File: src/rtl/lcd_seq_ctrl.sv
// HD44780 write sequencer: runs the power-on init sequence, then replays queued
// command/data bytes from a small FIFO as timed setup / enable / hold / wait cycles.
module lcd_seq_ctrl #(
    parameter int FIFO_DEPTH = 4,
    parameter int POR_CYC    = 750000,
    parameter int SETUP_CYC  = 3,
    parameter int PULSE_CYC  = 12,
    parameter int HOLD_CYC   = 3,
    parameter int EXEC_CYC   = 2000,
    parameter int CLR_CYC    = 82000
) (
    input  logic                        i_clk,
    input  logic                        i_rst,
    input  logic                        cmd_valid_i,
    input  logic                        cmd_rs_i,
    input  logic [7:0]                  cmd_data_i,
    output logic                        cmd_ready_o,
    output logic                        busy_o,
    output logic                        init_done_o,
    output logic [$clog2(FIFO_DEPTH):0] fifo_cnt_o,
    output logic [31:0]                 io_lcd_o
);

    localparam int PTR_W = $clog2(FIFO_DEPTH);
    localparam int MAX_A = (POR_CYC > CLR_CYC) ? POR_CYC : CLR_CYC;
    localparam int MAX_B = (EXEC_CYC > MAX_A) ? EXEC_CYC : MAX_A;
    localparam int TMR_W = ($clog2(MAX_B) > 20) ? $clog2(MAX_B) : 20;

    localparam logic [TMR_W-1:0] POR_LD   = TMR_W'(POR_CYC - 1);
    localparam logic [TMR_W-1:0] SETUP_LD = TMR_W'(SETUP_CYC - 1);
    localparam logic [TMR_W-1:0] PULSE_LD = TMR_W'(PULSE_CYC - 1);
    localparam logic [TMR_W-1:0] HOLD_LD  = TMR_W'(HOLD_CYC - 1);
    localparam logic [TMR_W-1:0] EXEC_LD  = TMR_W'(EXEC_CYC - 1);
    localparam logic [TMR_W-1:0] CLR_LD   = TMR_W'(CLR_CYC - 1);
    localparam logic [PTR_W:0]   DEPTH_C  = (PTR_W + 1)'(FIFO_DEPTH);

    typedef enum logic [2:0] {
        S_POR,
        S_ILOAD,
        S_IDLE,
        S_SETUP,
        S_PULSE,
        S_HOLD,
        S_WAIT
    } state_t;

    state_t             state_q, state_d;
    logic [TMR_W-1:0]   tmr_q, tmr_d;
    logic [1:0]         idx_q, idx_d;
    logic               init_done_q, init_done_d;
    logic [7:0]         data_q, data_d;
    logic               rs_q, rs_d;
    logic               en_q;
    logic               on_q;

    logic [8:0]         mem_q [FIFO_DEPTH];
    logic [PTR_W-1:0]   wr_ptr_q, rd_ptr_q;
    logic [PTR_W:0]     cnt_q, cnt_d;

    logic               full, empty, push, pop;
    logic               tmr_zero, wait_clr;
    logic [7:0]         init_byte;
    logic [8:0]         head;

    assign full     = (cnt_q == DEPTH_C);
    assign empty    = (cnt_q == '0);
    assign push     = cmd_valid_i && !full;
    assign head     = mem_q[rd_ptr_q];
    assign tmr_zero = (tmr_q == '0);
    // Clear and Home need the long execution wait; only instructions qualify
    assign wait_clr = !rs_q && (data_q[7:2] == 6'd0) && (data_q[1:0] != 2'd0);

    always_comb begin
        init_byte = 8'h06;
        case (idx_q)
            2'd0:    init_byte = 8'h38;
            2'd1:    init_byte = 8'h0C;
            2'd2:    init_byte = 8'h01;
            default: init_byte = 8'h06;
        endcase
    end

    always_comb begin
        state_d     = state_q;
        tmr_d       = tmr_q;
        idx_d       = idx_q;
        init_done_d = init_done_q;
        data_d      = data_q;
        rs_d        = rs_q;
        pop         = 1'b0;
        case (state_q)
            S_POR: begin
                if (tmr_zero) begin
                    state_d = S_ILOAD;
                end else begin
                    tmr_d = tmr_q - TMR_W'(1);
                end
            end
            S_ILOAD: begin
                data_d  = init_byte;
                rs_d    = 1'b0;
                tmr_d   = SETUP_LD;
                state_d = S_SETUP;
            end
            S_IDLE: begin
                if (init_done_q && !empty) begin
                    pop     = 1'b1;
                    rs_d    = head[8];
                    data_d  = head[7:0];
                    tmr_d   = SETUP_LD;
                    state_d = S_SETUP;
                end
            end
            S_SETUP: begin
                if (tmr_zero) begin
                    tmr_d   = PULSE_LD;
                    state_d = S_PULSE;
                end else begin
                    tmr_d = tmr_q - TMR_W'(1);
                end
            end
            S_PULSE: begin
                if (tmr_zero) begin
                    tmr_d   = HOLD_LD;
                    state_d = S_HOLD;
                end else begin
                    tmr_d = tmr_q - TMR_W'(1);
                end
            end
            S_HOLD: begin
                if (tmr_zero) begin
                    tmr_d   = wait_clr ? CLR_LD : EXEC_LD;
                    state_d = S_WAIT;
                end else begin
                    tmr_d = tmr_q - TMR_W'(1);
                end
            end
            S_WAIT: begin
                if (!tmr_zero) begin
                    tmr_d = tmr_q - TMR_W'(1);
                end else if (init_done_q) begin
                    state_d = S_IDLE;
                end else begin
                    // The last init entry completing hands control to the FIFO
                    idx_d = idx_q + 2'd1;
                    if (idx_q == 2'd3) begin
                        init_done_d = 1'b1;
                        state_d     = S_IDLE;
                    end else begin
                        state_d = S_ILOAD;
                    end
                end
            end
            default: begin
                tmr_d   = POR_LD;
                state_d = S_POR;
            end
        endcase
    end

    always_comb begin
        cnt_d = cnt_q;
        case ({push, pop})
            2'b10:   cnt_d = cnt_q + (PTR_W + 1)'(1);
            2'b01:   cnt_d = cnt_q - (PTR_W + 1)'(1);
            default: cnt_d = cnt_q;
        endcase
    end

    always_ff @(posedge i_clk) begin
        if (i_rst) begin
            state_q     <= S_POR;
            tmr_q       <= POR_LD;
            idx_q       <= 2'd0;
            init_done_q <= 1'b0;
            data_q      <= 8'h00;
            rs_q        <= 1'b0;
            en_q        <= 1'b0;
            on_q        <= 1'b0;
            wr_ptr_q    <= '0;
            rd_ptr_q    <= '0;
            cnt_q       <= '0;
        end else begin
            state_q     <= state_d;
            tmr_q       <= tmr_d;
            idx_q       <= idx_d;
            init_done_q <= init_done_d;
            data_q      <= data_d;
            rs_q        <= rs_d;
            en_q        <= (state_d == S_PULSE);
            on_q        <= 1'b1;
            cnt_q       <= cnt_d;
            if (push) begin
                wr_ptr_q <= wr_ptr_q + PTR_W'(1);
            end
            if (pop) begin
                rd_ptr_q <= rd_ptr_q + PTR_W'(1);
            end
        end
    end

    // Storage needs no reset: occupancy and pointers define what is valid
    always_ff @(posedge i_clk) begin
        if (push) begin
            mem_q[wr_ptr_q] <= {cmd_rs_i, cmd_data_i};
        end
    end

    assign cmd_ready_o = !full;
    assign busy_o      = on_q && ((state_q != S_IDLE) || !empty);
    assign init_done_o = init_done_q;
    assign fifo_cnt_o  = cnt_q;
    assign io_lcd_o    = {on_q, 20'd0, en_q, 1'b0, rs_q, data_q};

endmodule

File: config.mk
export PLATFORM = sky130hd
export DESIGN_NAME = lcd_seq_ctrl
export DESIGN_NICKNAME = d
export VERILOG_FILES = /design/src/rtl/lcd_seq_ctrl.sv
export SDC_FILE = /design/constraint.sdc
export NUM_CORES = 1
export LEC_CHECK = 0
export CORE_UTILIZATION = 30
export DETAILED_ROUTE_END_ITERATION = 7
export DONT_BUFFER_PORTS = 1
export GPL_TIMING_DRIVEN = 0
export PLACE_DENSITY = 0.42
export SYNTH_ARGS = -nofsm -noshare
export SYNTH_HDL_FRONTEND = slang
export SYNTH_SLANG_ARGS = --single-unit
export TNS_END_PERCENT = 100
File: constraint.sdc
create_clock -name i_clk -period 3.46 [get_ports i_clk]
set_input_delay 0.519 -clock i_clk [delete_from_list [all_inputs] [get_ports i_clk]]
set_output_delay 0.519 -clock i_clk [all_outputs]
set_load 0.02 [all_outputs]
==> results.toml <==
[layout]
diodes = 0
fillers = 1464
seqCellArea_sq_mm = 0.00200
utilization_pct = 35.3
drive_above_1_share_pct = 14.4
multiInputGateArea_sq_mm = 0.00208
synthToLayoutAreaGrowth_pct = 14.0
nets = 491

[timing]
relSlewSlack_pct = 30.9
drv_slew = 0
skew_ps = 10.2
fmax_mhz = 363
hold_violations = 0
setup_violations = 0
final.setup.tns_ps = 0
grt_setup_unrepaired = "no"
worst_pin_slew_ps = 1030
fin_crit_sh_pct = 79.6
period_minus_slack_ps = 2750

[routing]
dr.first_iter.drc_count = 255
routed_wl_um = 11500
wire_per_inst_um = 17.7
ant_nets = 0
vias_per_cell = 5.21
vias = 3397
drc = 0
drt-pass1-iter-count = 8

[yosys]
async_flop_share_pct = 0
ys_warn_count = 0
synth_ff_type = "dfxtp_1"
ys_ff_latch = 82
synthesis.area_sq_mm = 0.00434
yosysSeqAreaShare_pct = 46.1
postSynthCellCount = 436
synth_cell_types = 64
synth_edf_count = 36
avgSynthCellArea_sq_um = 9.95

[cts]
cts_resized = 0
numCtsBuffers = 9
postCtsSetupRepairBufs = 0
postCtsHoldBufs = 0
cts_tree = "done"
cts_htree_levels = 3
clock-sinks = 82
clkSlewWorstSetupHoldPaths_ps = 70
clock-root-buffer = "clkbuf_16"
insertion_delay_ps = 350
clk_path_buf_depth = 2

[outcome]
status = "complete, no violations"

[die]
num_rows = 43
die_h_um = 122
io_pins = 50
die_area_sq_mm = 0.0149
start_util_pct = 31.0
core_sq_mm = 0.0140
die_w_um = 122

[setup_path]
cp-end-kind = "flip-flop"
crit_fanout = 10
critPathRequiredTime_ps = 3730
worst_path_max_delay_cell = "fa_1"
crit_chain = "buf_2 -> nor2b_1 -> nand2_1 -> nor2_1 -> ha_1 -> inv_1 -> fa_1 -> xor2_1 -> or3_1 -> a21oi_1"
crit_path_max_incr_delay_ps = 370
r2r-end = "fifo_cnt_o[2]"
crit_family = "simple AND/OR/NAND/NOR gates"
rr_worst_depth = 10
rrSetupSlack_ps = 710
startpoint_type = "flip-flop"
critPathKind = "reg2reg"
rr_startpoint = "state_q[1]"
crit_arrival_ps = 3030
crit_buf_inv = 2

[hold_path]
min_path_type = "in2reg"
holdPathStages = 0
hp-start = "cmd_data_i[2]"
hold_path_end = "mem_q[3][2]"

[grt]
antenna_found_initial = 0
grtUsageTotal_pct = 16.6
overflow = 0
grt_pass1_vias = 3190
grt_start_max_net_pins = 16
grt_pass1_wl_um = 18200

[power]
power_density_mw_per_mm2 = 495
power_mw = 2.45
cellLeakagePower_nw = 1.73
ir_drop_mv = 0.198

[place]
place_congestion = 0.845
io_buffer_count = 0
dp_hpwl_um = 8460

[flow_run]
maxCapViolCount = 0
[final cells by class]
class / count / share of cell area [%]
inverter: 14 / 1.06
tap: 180 / 4.55
clock buffer: 11 / 4.91
buffer: 45 / 5.64
clock inverter: 5 / 1.27
multi-input combinational: 315 / 42.1
sequential: 82 / 40.5
[stage by stage]
| step | hold WS, ps | worst slack [ps] | instances | instance area [sq um] |
|---|---|---|---|---|
| floorplan | 467 | 1100 | 456 | 4410 |
| detailed placement | 494 | 733 | 636 | 4640 |
| CTS | 249 | 708 | 652 | 4940 |
| global placement | 490 | 747 | 636 | 4640 |
| global route | 247 | 442 | 652 | 4940 |
| finish | 263 | 706 | 652 | 4940 |
[where the power goes]
group	switching [mW]	total (mW)	internal [mW]	leakage (nW)
clock network	0.409	0.994	0.585	0.151
logic	0.198	0.319	0.121	0.879
registers	0.0646	1.14	1.07	0.705
total	0.672	2.45	1.78	1.73
[cells in the final DEF, fill, tap and decap left out, types with 5 or more instances in the layout]
master,netlist,routed
nor3_1,14,14
a221o_1,5,5
nand2_1,28,28
a21oi_1,26,26
nand3_1,18,18
edfxtp_1,36,36
inv_1,14,14
mux4_2,9,9
a21o_1,5,5
a31oi_1,8,8
dfxtp_1,46,46
o21ai_1,10,10
ha_1,11,11
buf_2,7,7
nor2_1,46,46
and3_1,6,6
o21ai_0,20,20
conb_1,1,21
buf_4,25,25
clkbuf_16,0,9
nor4_1,5,5
clkbuf_1,9,10
[logic make-up (layout without fill, tap and decap cells)]
family / Yosys count / after routing / share of synthesized area, %
and+or+nand+nor: 149 / 149 / 18.4
AOI/OAI and AO/OA: 115 / 115 / 17.5
DFF: 82 / 82 / 46.1
buffers and inverters: 59 / 75 / 7.64
adders and majority gates: 12 / 12 / 3.63
muxes: 11 / 11 / 5.13
xor gates and xnor gates: 7 / 7 / 1.41
other: 1 / 21 / 0.0864
[flip-flops by register name, summed over array words and instances, names as in the netlist, named ones only]
signal / cells
mem_q: 36
tmr_q: 20
data_q: 8
fifo_cnt_o: 3
state_q: 3
idx_q: 2
rd_ptr_q: 2
wr_ptr_q: 2
en_q: 1
init_done_o: 1
on_q: 1
rs_q: 1
[how the worst max path moves through the flow]
stage,from,end,slack [ps],cells after the start
2_1_floorplan,fifo_cnt_o[2],fifo_cnt_o[2],1100,9
3_3_place_gp,state_q[1],fifo_cnt_o[2],750,10
3_5_place_dp,state_q[1],fifo_cnt_o[2],730,10
4_1_cts,state_q[1],fifo_cnt_o[2],710,10
5_1_grt,state_q[1],fifo_cnt_o[2],440,10
6_report,state_q[1],fifo_cnt_o[2],710,10
[synthesized netlist by cell type, types with 3 or more instances]
cell type | count | area (sq um)
a211oi_1 | 3 | 22.5
a21o_1 | 5 | 37.5
a21oi_1 | 26 | 130
a221o_1 | 5 | 50.1
a311oi_1 | 4 | 35.0
a31oi_1 | 8 | 50.1
and2_1 | 4 | 25.0
and3_1 | 6 | 37.5
buf_1 | 3 | 11.3
buf_2 | 7 | 35.0
buf_4 | 25 | 188
clkbuf_1 | 9 | 33.8
dfxtp_1 | 46 | 921
edfxtp_1 | 36 | 1080
ha_1 | 11 | 138
inv_1 | 14 | 52.6
mux4_2 | 9 | 203
nand2_1 | 28 | 105
nand2b_1 | 3 | 18.8
nand3_1 | 18 | 90.1
nand4_1 | 4 | 25.0
nor2_1 | 46 | 173
nor2b_1 | 4 | 25.0
nor3_1 | 14 | 70.1
nor3_2 | 3 | 30.0
nor4_1 | 5 | 31.3
o211ai_1 | 4 | 30.0
o21a_1 | 3 | 22.5
o21ai_0 | 20 | 100
o21ai_1 | 10 | 50.1
o31ai_1 | 3 | 22.5
or3_1 | 3 | 18.8
xnor2_1 | 3 | 26.3
xor2_1 | 4 | 35.0
[layer usage]
layer | wire length [um] | GRT usage, % | vias to the layer above | part of all wire (%)
met5 | 0 | 0 | - | 0
met4 | 197 | 8.23 | 0 | 1.7
met3 | 623 | 2.65 | 13 | 5.4
met2 | 5160 | 24.9 | 110 | 45
met1 | 5550 | 23.1 | 1635 | 48
li1 | - | - | 1639 | -
(Power assumes the default switching activity.)
